`src/rtl/gpio_pkg.sv`:
```
// Shared constants and types for the GPIO blocks: header widths, default PWM
// timing and the duty write-port state encoding.
package gpio_pkg;

    localparam int GPIO_WIDTH   = 36;
    localparam int LEDG_WIDTH   = 9;

    // 8-bit PWM at 50 MHz / 195 gives roughly a 1 kHz period.
    localparam int PWM_BITS_DEF = 8;
    localparam int PRESCALE_DEF = 195;

    typedef enum logic {
        WR_IDLE = 1'b0,
        WR_PEND = 1'b1
    } wr_state_t;

endpackage

```
`src/rtl/gpio_pwm_tick.sv`:
```
// Common PWM timebase: a prescaler producing one tick every PRESCALE clocks
// and a free-running PWM counter advanced by that tick. Both are held at zero
// while disabled so a fresh enable always starts a full period.
module gpio_pwm_tick
    import gpio_pkg::*;
#(
    parameter int PWM_BITS = PWM_BITS_DEF,
    parameter int PRESCALE = PRESCALE_DEF
) (
    input  logic                clock_50,
    input  logic                reset_n,
    input  logic                enable,
    output logic                tick,
    output logic [PWM_BITS-1:0] pwm_cnt,
    output logic                period_start
);

    localparam int              PW       = (PRESCALE > 1) ? $clog2(PRESCALE) : 1;
    localparam logic [PW-1:0]   PRE_LAST = PW'(PRESCALE - 1);

    logic [PW-1:0]       presc_reg;
    logic [PWM_BITS-1:0] cnt_reg;
    logic                period_start_reg;
    logic                wrap;

    assign tick         = enable && (presc_reg == PRE_LAST);
    assign wrap         = tick && (cnt_reg == '1);
    assign pwm_cnt      = cnt_reg;
    assign period_start = period_start_reg;

    // Prescaler: counts 0..PRESCALE-1, restarts on tick, parked at 0 when disabled.
    always_ff @(posedge clock_50 or negedge reset_n) begin
        if (!reset_n) begin
            presc_reg <= '0;
        end else if (!enable || tick) begin
            presc_reg <= '0;
        end else begin
            presc_reg <= presc_reg + 1'b1;
        end
    end

    // PWM counter: advances once per tick and wraps naturally at all-ones.
    always_ff @(posedge clock_50 or negedge reset_n) begin
        if (!reset_n) begin
            cnt_reg <= '0;
        end else if (!enable) begin
            cnt_reg <= '0;
        end else if (tick) begin
            cnt_reg <= cnt_reg + 1'b1;
        end
    end

    // Period-start pulse: high during the cycle the counter has just wrapped to 0.
    always_ff @(posedge clock_50 or negedge reset_n) begin
        if (!reset_n) begin
            period_start_reg <= 1'b0;
        end else begin
            period_start_reg <= wrap;
        end
    end

endmodule

```
`src/rtl/gpio_pwm_drv.sv`:
```
// Multi-channel PWM driver for the header LEDs. Duty writes land in a shadow
// copy and are copied to the live compare value only at a period boundary, so
// a pin never sees a partial period. While disabled every cycle counts as a
// boundary so duties are already live when the PWM starts.
// reset_n is expected to be deasserted synchronously to clock_50 upstream.
module gpio_pwm_drv
    import gpio_pkg::*;
#(
    parameter int CHANNELS = LEDG_WIDTH,
    parameter int PWM_BITS = PWM_BITS_DEF,
    parameter int PRESCALE = PRESCALE_DEF
) (
    input  logic                clock_50,
    input  logic                reset_n,
    input  logic                enable,
    input  logic [3:0]          duty_chan,
    input  logic [PWM_BITS-1:0] duty_data,
    input  logic                duty_valid,
    output logic                duty_ready,
    output logic                duty_err,
    output logic                period_start,
    output logic [CHANNELS-1:0] gpio_out,
    output logic [CHANNELS-1:0] gpio_oe
);

    localparam logic [4:0] CH_LIM = 5'(CHANNELS);

    logic                tick;
    logic [PWM_BITS-1:0] pwm_cnt;
    logic                boundary;
    logic                commit;
    logic                wr_fire;
    logic                chan_ok;
    logic                wr_accept;

    wr_state_t           state_reg;
    wr_state_t           state_next;

    logic                err_reg;
    logic                oe_reg;

    logic [PWM_BITS-1:0] shadow_reg [CHANNELS];
    logic [PWM_BITS-1:0] active_reg [CHANNELS];
    logic                dirty_reg  [CHANNELS];
    logic                out_reg    [CHANNELS];

    gpio_pwm_tick #(
        .PWM_BITS (PWM_BITS),
        .PRESCALE (PRESCALE)
    ) u_tick (
        .clock_50     (clock_50),
        .reset_n      (reset_n),
        .enable       (enable),
        .tick         (tick),
        .pwm_cnt      (pwm_cnt),
        .period_start (period_start)
    );

    // A boundary is the counter wrap, or any cycle at all while disabled.
    assign boundary  = !enable || (tick && (pwm_cnt == '1));
    assign commit    = (state_reg == WR_PEND) && boundary;
    assign wr_fire   = duty_valid && duty_ready;
    assign chan_ok   = ({1'b0, duty_chan} < CH_LIM);
    assign wr_accept = wr_fire && chan_ok;

    // Write-port state register.
    always_ff @(posedge clock_50 or negedge reset_n) begin
        if (!reset_n) begin
            state_reg <= WR_IDLE;
        end else begin
            state_reg <= state_next;
        end
    end

    // Next state: any accepted write makes the port pending until the next commit.
    always_comb begin
        state_next = state_reg;
        case (state_reg)
            WR_IDLE: if (wr_accept) state_next = WR_PEND;
            WR_PEND: if (commit)    state_next = WR_IDLE;
            default: state_next = WR_IDLE;
        endcase
    end

    // Ready drops only in the commit cycle so a write can never race the copy.
    always_comb begin
        duty_ready = 1'b1;
        if (state_reg == WR_PEND && boundary) begin
            duty_ready = 1'b0;
        end
    end

    // Error pulse and registered enable for the pin output enables.
    always_ff @(posedge clock_50 or negedge reset_n) begin
        if (!reset_n) begin
            err_reg <= 1'b0;
            oe_reg  <= 1'b0;
        end else begin
            err_reg <= wr_fire && !chan_ok;
            oe_reg  <= enable;
        end
    end

    assign duty_err = err_reg;
    assign gpio_oe  = {CHANNELS{oe_reg}};

    for (genvar gi = 0; gi < CHANNELS; gi++) begin : g_chan
        logic hit;
        assign hit = wr_accept && (duty_chan == 4'(gi));

        // Shadow/dirty capture and boundary commit into the live duty.
        always_ff @(posedge clock_50 or negedge reset_n) begin
            if (!reset_n) begin
                shadow_reg[gi] <= '0;
                active_reg[gi] <= '0;
                dirty_reg[gi]  <= 1'b0;
            end else begin
                if (commit && dirty_reg[gi]) begin
                    active_reg[gi] <= shadow_reg[gi];
                end
                if (hit) begin
                    shadow_reg[gi] <= duty_data;
                    dirty_reg[gi]  <= 1'b1;
                end else if (commit) begin
                    dirty_reg[gi]  <= 1'b0;
                end
            end
        end

        // Registered compare; all-ones duty is forced high to avoid a one-tick gap.
        always_ff @(posedge clock_50 or negedge reset_n) begin
            if (!reset_n) begin
                out_reg[gi] <= 1'b0;
            end else begin
                out_reg[gi] <= enable &&
                               ((active_reg[gi] == '1) || (pwm_cnt < active_reg[gi]));
            end
        end

        assign gpio_out[gi] = out_reg[gi];
    end

endmodule
```
`config.mk`:
```
export PLATFORM = sky130hd
export DESIGN_NAME = gpio_pwm_drv
export DESIGN_NICKNAME = d
export VERILOG_FILES = /design/src/rtl/gpio_pkg.sv /design/src/rtl/gpio_pwm_tick.sv /design/src/rtl/gpio_pwm_drv.sv
export SDC_FILE = /design/constraint.sdc
export NUM_CORES = 1
export LEC_CHECK = 0
export BUFFER_PORTS_ARGS = -buffer_cell sky130_fd_sc_hd__buf_2
export CAP_MARGIN = 20
export CORE_ASPECT_RATIO = 0.6
export CORE_MARGIN = 1.5
export CORE_UTILIZATION = 45
export CTS_CLUSTER_SIZE = 25
export DETAILED_ROUTE_END_ITERATION = 16
export GPL_TIMING_DRIVEN = 0
export SLEW_MARGIN = 20
export SYNTH_ARGS = -nofsm -noshare
export SYNTH_HDL_FRONTEND = slang
export SYNTH_HIERARCHICAL = 1
export SYNTH_SLANG_ARGS = --single-unit
```
`constraint.sdc`:
```
create_clock -name clock_50 -period 3.79 [get_ports clock_50]
set_clock_uncertainty 0.2 [all_clocks]
set_input_delay 0.5685 -clock clock_50 [delete_from_list [all_inputs] [get_ports clock_50]]
set_output_delay 0.5685 -clock clock_50 [all_outputs]
set_load 0.02 [all_outputs]
```
==> summary.md <==
| Metric | Value |
|---|---|
| Status | finished, final reports clean |
| Clock power share | 0.291 |
| Fin. Hold Viols | 0 |
| Hold Crit Start | enable |
| Sequential fraction of the synthesis area | 0.515 |
| DR pass1 iterations | 4 |
| Worst EP arrival | 2.59 ns |
| RSZ-0062 raised after global routing | false |
| Critical Path End | duty_ready |
| Hold Path Class | in2reg |
| Post-synth ARST share | 1.00 |
| Mapped Nets | 801 |
| Worst Setup End Kind | primary output |
| Psw | 1.78 mW |
| EDFF count, synth | 0 |
| Cell type with the largest total area after synthesis | dfrtp_1 |
| GRT overflow | 0 |
| CP cell instances | inv_1 > ha_1 > nor3b_2 > nand3_1 > inv_1 > nand4_1 > o32ai_4 > inv_2 > buf_2 |
| Clock Sinks | 182 |
| Worst setup path startpoint | u_tick/presc_reg[0] |
| Routed WL | 19700 µm |
| Seq cells post-synth | 182 |
| Post-route ant nets | 0 |
| # H-tree levels | 4 |
| Starting Density | 0.463 |
| Vias per cell | 5.40 |
| Worst setup SP type | flop |
| Pre-CTS WS | 0.136 ns |
| ANT cells | 0 |
| Final min period | 3.35 ns |
| Critical Path Fanout Max | 13 |
| Area contributors post-synth | dfrtp_1 (51%), mux2_2 (18%), ha_1 (9.3%) |
| Vias | 5699 |
| Number of antenna violations at the first check in global routing | 0 |
| Initial drt markers | 292 |
| Largest net degree at the start of global routing | 103 |
| Reg power frac | 0.482 |
| Root Buffer Master | clkbuf_16 |
| Drt drc | 0 |
| P_int | 4.14 mW |
| Max IR drop VDD | 0.000334 V |
| Post-Place Cells | 1022 |
| Worst R2R Start | u_tick/presc_reg[0] |
| Syn_area_per_cell | 12.3 µm² |
| Wire per inst | 18.7 µm |
| Total global-route track usage | 0.207 |
| DIE AREA | 20500 µm² |
| Fraction of layout cells with a size suffix above 1 | 0.313 |
| Reg clk slew, reported paths | 0.07 ns |
| TritonCTS Buffers | 17 |
| Post-layout util | 0.523 |
| Top-area cell type share of the netlist area | 0.515 |
| Port buffer count | 36 |
| Synth cell types | 45 |
| Path depth of the worst reg2reg path | 11 |
| Main synth FF type | dfrtp_1 |
| Die width | 184 µm |
| Dpl cell area | 9410 µm² |
| CP Buf/Inv Count | 4 |
| Latest clock arrival within the worst-skew pair | 0.44 ns |
| First-pass GRT wire length | 31600 µm |
| Lkg Pwr | 4.73 nW |
| WP data required | 3.02 ns |
| Cell family with most CP delay | simple AND/OR/NAND/NOR gates |
| Final cell count without fillers | 1055 |
| Sw frac | 0.300 |
| WP depth | 9 |
| Ports | 37 |
| Rows | 39 |
| Post-detail-place hpwl | 13200 µm |
| Gpl congestion | 0.779 |
| R2R Setup Slk | 0.74 ns |
| Die height | 112 µm |
| Rel. slew slack | 0.415 |
| Final setup violation count | 0 |
| P&R area growth vs syn | 13.1% |
| Most common cell on crit path | inv_1 |
| Area of the mapped netlist | 8850 µm² |
| Setup ws final | 0.435 ns |
| YS warnings | 6 |
| CTS Buffer Depth | 2 |
| Pwr dens | 592 nW/µm² |
| Fmax achieved | 0.298 GHz |
| Worst Tran Pin Value | 0.878 ns |
| Nets | 858 |
| CP peak stage delay | 0.41 ns |
| Synth Instances | 719 |
| Core ar. | 19100 µm² |
| MaxCap Viol Count | 0 |
| Vias in the first global route | 5881 |
| Kind of critical path | reg2out |
| Fin area | 10000 µm² |
| CTS tree | done |
| Combinational power share | 0.227 |
| FF-to-FF End | active_reg[62] |
| Pins Over Slew Limit | 0 |
| Tcrit/Tclk final | 0.885 |
| Slowest stage cell, crit path | dfrtp_1 |
-- layout make-up --
type / count / area [µm²]
Fill cell: 1641 / 9120
Tap cell: 266 / 333
Clock buffer: 20 / 447
Clock inverter: 12 / 119
Timing Repair Buffer: 39 / 235
Sequential cell: 182 / 4550
Multi-Input combinational cell: 449 / 3940
Inverter: 68 / 255
Buffer: 19 / 121
-- per-stage QoR --
step	setup TNS, ns	power [mW]	hold WS, ns
after floorplan	0	3.81	0.0729
after detailed placement	0	4.24	0.285
final	0	5.92	0.152
after global routing	0	6.30	0.138
after global placement	-149.92	4.13	0.271
after CTS	0	5.97	0.136
-- worst register-to-register path, delay by kind of cell (launching register included) --
kind / cells / cell delay [ns]
flip-flops: 1 / 0.41
buffers and inverters: 4 / 0.64
AO/OA/AOI/OAI: 1 / 0.34
AND/OR/NAND/NOR: 4 / 0.85
multiplexers: 1 / 0.32
adder cells (fa/ha/maj): 1 / 0.17
-- synth_stat cells, types with 9 or more instances --
cell type	instances
a21o_1	14
nand2b_1	13
nand3_1	22
a21oi_1	25
o21a_1	9
a2111oi_0	9
nand2_2	9
nor2_1	24
dfrtp_1	182
ha_1	66
o21ai_0	23
mux2_2	144
buf_4	10
o21bai_1	9
nand2_1	20
inv_1	67
nand4_1	23
-- timing repair --
item	in CTS	in global routing
buffers inserted	1	0
gates cloned	0	0
hold endpoints to repair	80	0
hold buffers	1	0
pin swaps	1	0
setup endpoints to repair	1	1
gates resized for setup	1	2
-- worst min-delay path by stage --
| stage | end | cells after the start |
|---|---|---|
| 2_1_floorplan | active_reg[0] | 0 |
| 3_3_place_gp | u_tick/presc_reg[0] | 1 |
| 3_5_place_dp | u_tick/presc_reg[0] | 1 |
| 4_1_cts | oe_reg | 1 |
| 5_1_grt | oe_reg | 1 |
| 6_report | oe_reg | 1 |
-- kinds of logic (layout without fill, tap and decap cells) --
group,count (synthesis),in the layout,share of synthesized area
buffers and inverters,88,158,0.0430
DFF,182,182,0.515
xor gates and xnor gates,3,3,0.00297
AOI/OAI and AO/OA,94,94,0.0696
and+or+nand+nor,138,138,0.0888
muxes,148,148,0.188
adders and majority gates,66,66,0.0933
-- routing by layer --
metal  up-vias  part of all wire  GRT usage
li1       2671                 -          -
met1      2895              0.50      0.295
met2       108              0.45      0.309
met3        25             0.038     0.0455
met4         0             0.020     0.0760
met5         -                 0          0
-- cell usage in the layout (no fill, tap or decap), types with 2 or more instances in the layout --
cell and n:
or4_1 3, o21a_1 9, xor2_1 2, or3_1 6
o21ai_0 23, inv_6 4, nand3_1 22, a21o_1 14
buf_4 11, nand2_1 20, o31ai_1 2, a2111oi_0 9
nor2_1 24, clkbuf_16 17, mux2_2 144, mux2i_1 4
nor3b_2 3, nor4_1 2, clkinvlp_4 3, nand2_2 9
dfrtp_1 182, ha_1 66, clkinv_4 3, o21bai_1 9
nand2b_1 13, inv_1 67, nand4_1 23, clkbuf_1 6
buf_2 39, a21oi_1 25
-- power groups by stage --
| stage | clock network [mW] | logic (mW) | registers, mW |
|---|---|---|---|
| after floorplan | 0 | 0.979 | 2.83 |
| after CTS | 1.75 | 1.36 | 2.86 |
| after detailed placement | 0 | 1.35 | 2.89 |
| after global placement | 0 | 1.27 | 2.86 |
| final | 1.72 | 1.34 | 2.85 |
| after global routing | 1.84 | 1.52 | 2.93 |
(Power assumes the default switching activity.)
